## src/rtl/delay_down_counter.sv

```systemverilog
// rtl/delay_down_counter.sv - loadable down-counter with a zero flag
module delay_down_counter #(
  parameter int CNT_W = 8
) (
  input  logic             clk,
  input  logic             rst_n,
  input  logic             load,
  input  logic             dec,
  input  logic [CNT_W-1:0] load_val,
  output logic             zero
);

  logic [CNT_W-1:0] cnt;

  // Load has priority; decrement holds at zero so an idle counter never wraps
  always_ff @(posedge clk or negedge rst_n) begin
    if (!rst_n) begin
      cnt <= '0;
    end else if (load) begin
      cnt <= load_val;
    end else if (dec && (cnt != '0)) begin
      cnt <= cnt - CNT_W'(1);
    end
  end

  assign zero = (cnt == '0);

endmodule

```

## config.mk

```make
export PLATFORM = sky130hd
export DESIGN_NAME = delay_down_counter
export DESIGN_NICKNAME = d
export VERILOG_FILES = /design/src/rtl/delay_down_counter.sv
export SDC_FILE = /design/constraint.sdc
export NUM_CORES = 1
export LEC_CHECK = 0
export CAP_MARGIN = 5
export CORE_AREA = 2 2 39 41
export CTS_CLUSTER_DIAMETER = 50
export DETAILED_ROUTE_END_ITERATION = 16
export DIE_AREA = 0 0 41 43
export PLACE_DENSITY = 0.66
export REMOVE_ABC_BUFFERS = 1
export SETUP_SLACK_MARGIN = 0.4
export SLEW_MARGIN = 10
export SYNTH_ARGS = -nofsm -noshare
export SYNTH_HDL_FRONTEND = slang
export SYNTH_SLANG_ARGS = --single-unit
```

## constraint.sdc

```tcl
create_clock -name clk -period 2.2 [get_ports clk]
set_input_delay 0.33 -clock clk [delete_from_list [all_inputs] [get_ports clk]]
set_output_delay 0.33 -clock clk [all_outputs]
set_load 0.02 [all_outputs]
```

After elaboration in Yosys (flattened, before gate mapping)
Cells that the tools add are included.
- output and inout bits: 1
- flip-flop bits (word level): 8
- logic and storage cells: 8
- input port bits: 12
- reduce and logical (&&, ||, !) cells: 4
- add/sub/neg operators: 1
- muxes and demuxes: 2
- operators by type and width (cell ; count):
    8-bit 2-to-1 mux ; 2
    8-bit zero test ; 1
    8-bit nonzero test ; 1
    8-bit by 1-bit subtractor with 8-bit output (second input constant) ; 1
    2-bit nonzero test ; 1
    1-bit logical AND ; 1

Logic depth before layout (Yosys ltp)
- depth after elaboration: 4
- gate-level depth with buffers: 5
- mapped depth without buffers: 5

Worst setup path before layout
Ideal clock, no wire load.
- kind: flip-flop to flip-flop
- start point: register cnt[2]
- end point: register cnt[6]
- cell stages (with the launch flop): 5
- slack: 0.427 ns
- setup time: 0.082 ns
- data arrival time: 1.691 ns
- clock period less this slack: 1.773 ns
- buffers on the path: 1
- required time: 2.118 ns
- path through: dfrtp_1 or4_1 buf_2 or4_1 a31oi_1
- longest elaborated chain between the ends: 3
- elaborated cells between the ends (all ways): 6
- those cells by class: add/sub: 1; mux: 2; reduce/logical: 3
- ends and longest elaborated chain (what ; RTL line ; source):
    start, declared ; 13 ; logic [CNT_W-1:0] cnt;
    start signal, assigned ; 20 ; cnt <= load_val;
    start signal, assigned ; 22 ; cnt <= cnt - CNT_W'(1);
    8-bit by 1-bit subtractor with 8-bit output / 8-bit nonzero test (equally long branches) ; 22, 21 ;
    8-bit 2-to-1 mux / 1-bit logical AND (equally long branches) ; 21 ; end else if (dec && (cnt != '0)) begin
    8-bit 2-to-1 mux / 2-bit nonzero test (equally long branches) ; - ;
Parallel ways exist; a longest one is shown, timed or not. The select of a mux whose other input is x is not followed.
A chain may end at the register's enable or synchronous reset.

Worst setup path after layout
- start point: register cnt[1]
- end point: output zero
- longest elaborated chain between the ends: 1
- ends and longest elaborated chain (what ; RTL line ; source):
    8-bit zero test ; 26 ; assign zero = (cnt == '0);
    end, declared ; 10 ; output logic zero
Every way passes these cells.

==> flow_metrics.env <==
export IMPL_status="completed"
export IMPL_row_count=14
export IMPL_finalMaxSlewViolations=0
export IMPL_largest_register="cnt"
export IMPL_synth_area_leaders="dfrtp_1 (38%), ha_1 (4.7%), nor3b_1 (4.3%)"
export IMPL_ys_ff_latch=8
export IMPL_yosysWarningCount=0
export IMPL_synth_top_area_share=0.3791
export IMPL_arrival_ns=1.47
export IMPL_drc=0
export IMPL_grt_max_degree=10
export IMPL_fin_setup_tns_ns=0
export IMPL_synth_distinct_cells=31
export IMPL_cts_max_path_buffers=2
export IMPL_syn_avg_cell_area_um2=9.104
export IMPL_path_clk_slew_ns=0.06
export IMPL_ir_drop_mv=0.2430
export IMPL_area_growth_pct=59.24
export IMPL_clock_sinks=8
export IMPL_yosys_area_top_type="dfrtp_1"
export IMPL_preCtsSetupSlack_ns=0.02469
export IMPL_start_util=0.3816
export IMPL_vias=596
export IMPL_seq_area_frac_synth=0.3791
export IMPL_clock_latency_ns=0.25
export IMPL_die_area_um2=1763
export IMPL_io_pins=13
export IMPL_grt_overflow=0
export IMPL_cp_max_fo=2
export IMPL_wire_per_inst_um=14.22
export IMPL_fin_skew_ns=0.001830
export IMPL_htreeDepth=1
export IMPL_vias_per_cell=5.731
export IMPL_grt_pass1_wl_mm=2.470
export IMPL_crit_buf_inv=2
export IMPL_crit_path_end_kind="output pin"
export IMPL_final_hold_violation_count=0
export IMPL_finalNetCount=104
export IMPL_io_buffers=12
export IMPL_critPathSlowestCell="or3b_4"
export IMPL_fin_crit_ns=1.799
export IMPL_dr_pass1_iters=4
export IMPL_final_common_cell="buf_4"
export IMPL_tritoncts="done"
export IMPL_slowest_delay_ns=0.39
export IMPL_cts_hold_repair_buffers=0
export IMPL_drv_cap=0
export IMPL_ant_nets=0
export IMPL_reg_top3="cnt: 8 flops"
export IMPL_antenna_found_initial=0
export IMPL_critical_path_top_delay_family="simple AND/OR/NAND/NOR gates"
export IMPL_cts_buffers=3
export IMPL_powerDensity_nw_per_um2=531.6
export IMPL_drive_gt1_frac=0.3182
export IMPL_grt_pass1_vias=551
export IMPL_crit_chain="inv_2 -> ha_4 -> or3b_4 -> nor2_4 -> buf_6"
export IMPL_grt_util_all_layers=0.2071
export IMPL_wirelength_mm=1.479
export IMPL_core_area_um2=1384
export IMPL_p_leak_nw=0.3416
export IMPL_clock_fmax_mhz=555.8
export IMPL_relSlewSlack=0.5741
export IMPL_dp_hpwl_mm=1.026
export IMPL_netlist_area_um2=528.0
export IMPL_final_cell_mix="buf_4 (16), clkdlybuf4s50_1 (11), dfrtp_1 (8), nor2_1 (4)"
export IMPL_cp_start_kind="register"
export IMPL_tightest_slew_ns=0.6330
export IMPL_min_period_over_period=0.8179
export IMPL_drt_iter0_drc=23
export IMPL_layout_setup_ws_ns=0.4007
export IMPL_largest_reg_flops=8
export IMPL_die_h_um=43
export IMPL_hp_class="input pin to asynchronous set/reset pin"
export IMPL_routabilityCongestion=0.8153
export IMPL_rsz0062_at_grt="true"
export IMPL_finalSetupViolCount=0
export IMPL_antenna_cells=0
export IMPL_die_x_um=41
export IMPL_critical_path_class="register to output pin"
export IMPL_netlist_instances=58
export IMPL_cp_required_ns=1.87
export IMPL_cts_root_buf="clkbuf_4"
## path summary, 6_finish.rpt
check	slack, ns	start	endpoint	cells after the start
hold / removal	0.36	rst_n	cnt[3]	1
setup / recovery	0.40	cnt[1]	zero	5
hold reg to reg	0.61	cnt[4]	cnt[4]	2
max in group asynchronous	1.56	rst_n	cnt[0]	1
min in group clk	0.61	cnt[4]	cnt[4]	2
setup reg to reg	0.40	cnt[3]	cnt[6]	4
## repair_timing
item,4_1_cts,5_1_grt
buffers inserted,3,3
gates resized for setup,15,0
pin swaps,4,5
endpoints found under the setup margin,2,3
## stage by stage
stage	area, µm²	instances	util	power (W)	hold WS (ns)
2_1_floorplan	519.2	56	-	0.0002345	0.03441
3_5_place_dp	742.0	95	0.5362	0.0003031	0.5634
4_1_cts	818.3	101	0.5913	0.0004434	0.3867
3_3_place_gp	742.0	95	0.5362	0.0003018	0.5506
5_1_grt	840.8	104	0.6076	0.0004778	0.3971
6_report	840.8	104	0.6076	0.0004470	0.3649
## layer usage
| layer | track usage | wire length, µm | up-vias |
|---|---|---|---|
| met1 | 0.3049 | 660 | 282 |
| met3 | 0.03665 | 79 | 4 |
| met5 | 0 | 0 | - |
| met2 | 0.2813 | 710 | 17 |
| li1 | - | - | 293 |
| met4 | 0.1000 | 28 | 0 |
## cells by family after synthesis
| kind of cell | synth area share |
|---|---|
| buf+inv | 0.03790 |
| flops | 0.3791 |
| compound gates | 0.2607 |
| fa+ha+maj | 0.04739 |
| simple gates | 0.2749 |
## cells in the mapped netlist, drive strengths merged
cell type  instances
dfrtp              8
nor2               5
a21oi              3
nor3               3
nor3b              3
or4                3
a211o              2
a221o              2
a31oi              2
ha                 2
inv                2
nand2              2
nand3              2
nand4              2
o21ai              2
or3b               2
a2bb2oi            1
buf                1
clkbuf             1
clkinv             1
nor2b              1
nor4               1
o2111ai            1
o211a              1
o211ai             1
o221ai             1
o311a              1
o31ai              1
or3                1
## where the power goes
| part | internal (W) | switching [W] | total, W |
|---|---|---|---|
| Clock | 0.0000626 | 0.0000516 | 0.000114 |
| Sequential | 0.000163 | 0.0000148 | 0.000178 |
| Combinational | 0.0000885 | 0.0000662 | 0.000155 |
| Total | 0.000314 | 0.000133 | 0.000447 |
## area by class of cell
cell class / instances / area (µm²)
Multi-Input combinational cell: 45 / 334.1
Tap cell: 16 / 20.02
Timing Repair Buffer: 29 / 252.7
Sequential cell: 8 / 200.2
Clock buffer: 3 / 22.52
Inverter: 3 / 11.26
Fill cell: 114 / 543.0
Power figures use the tool's default switching activity.
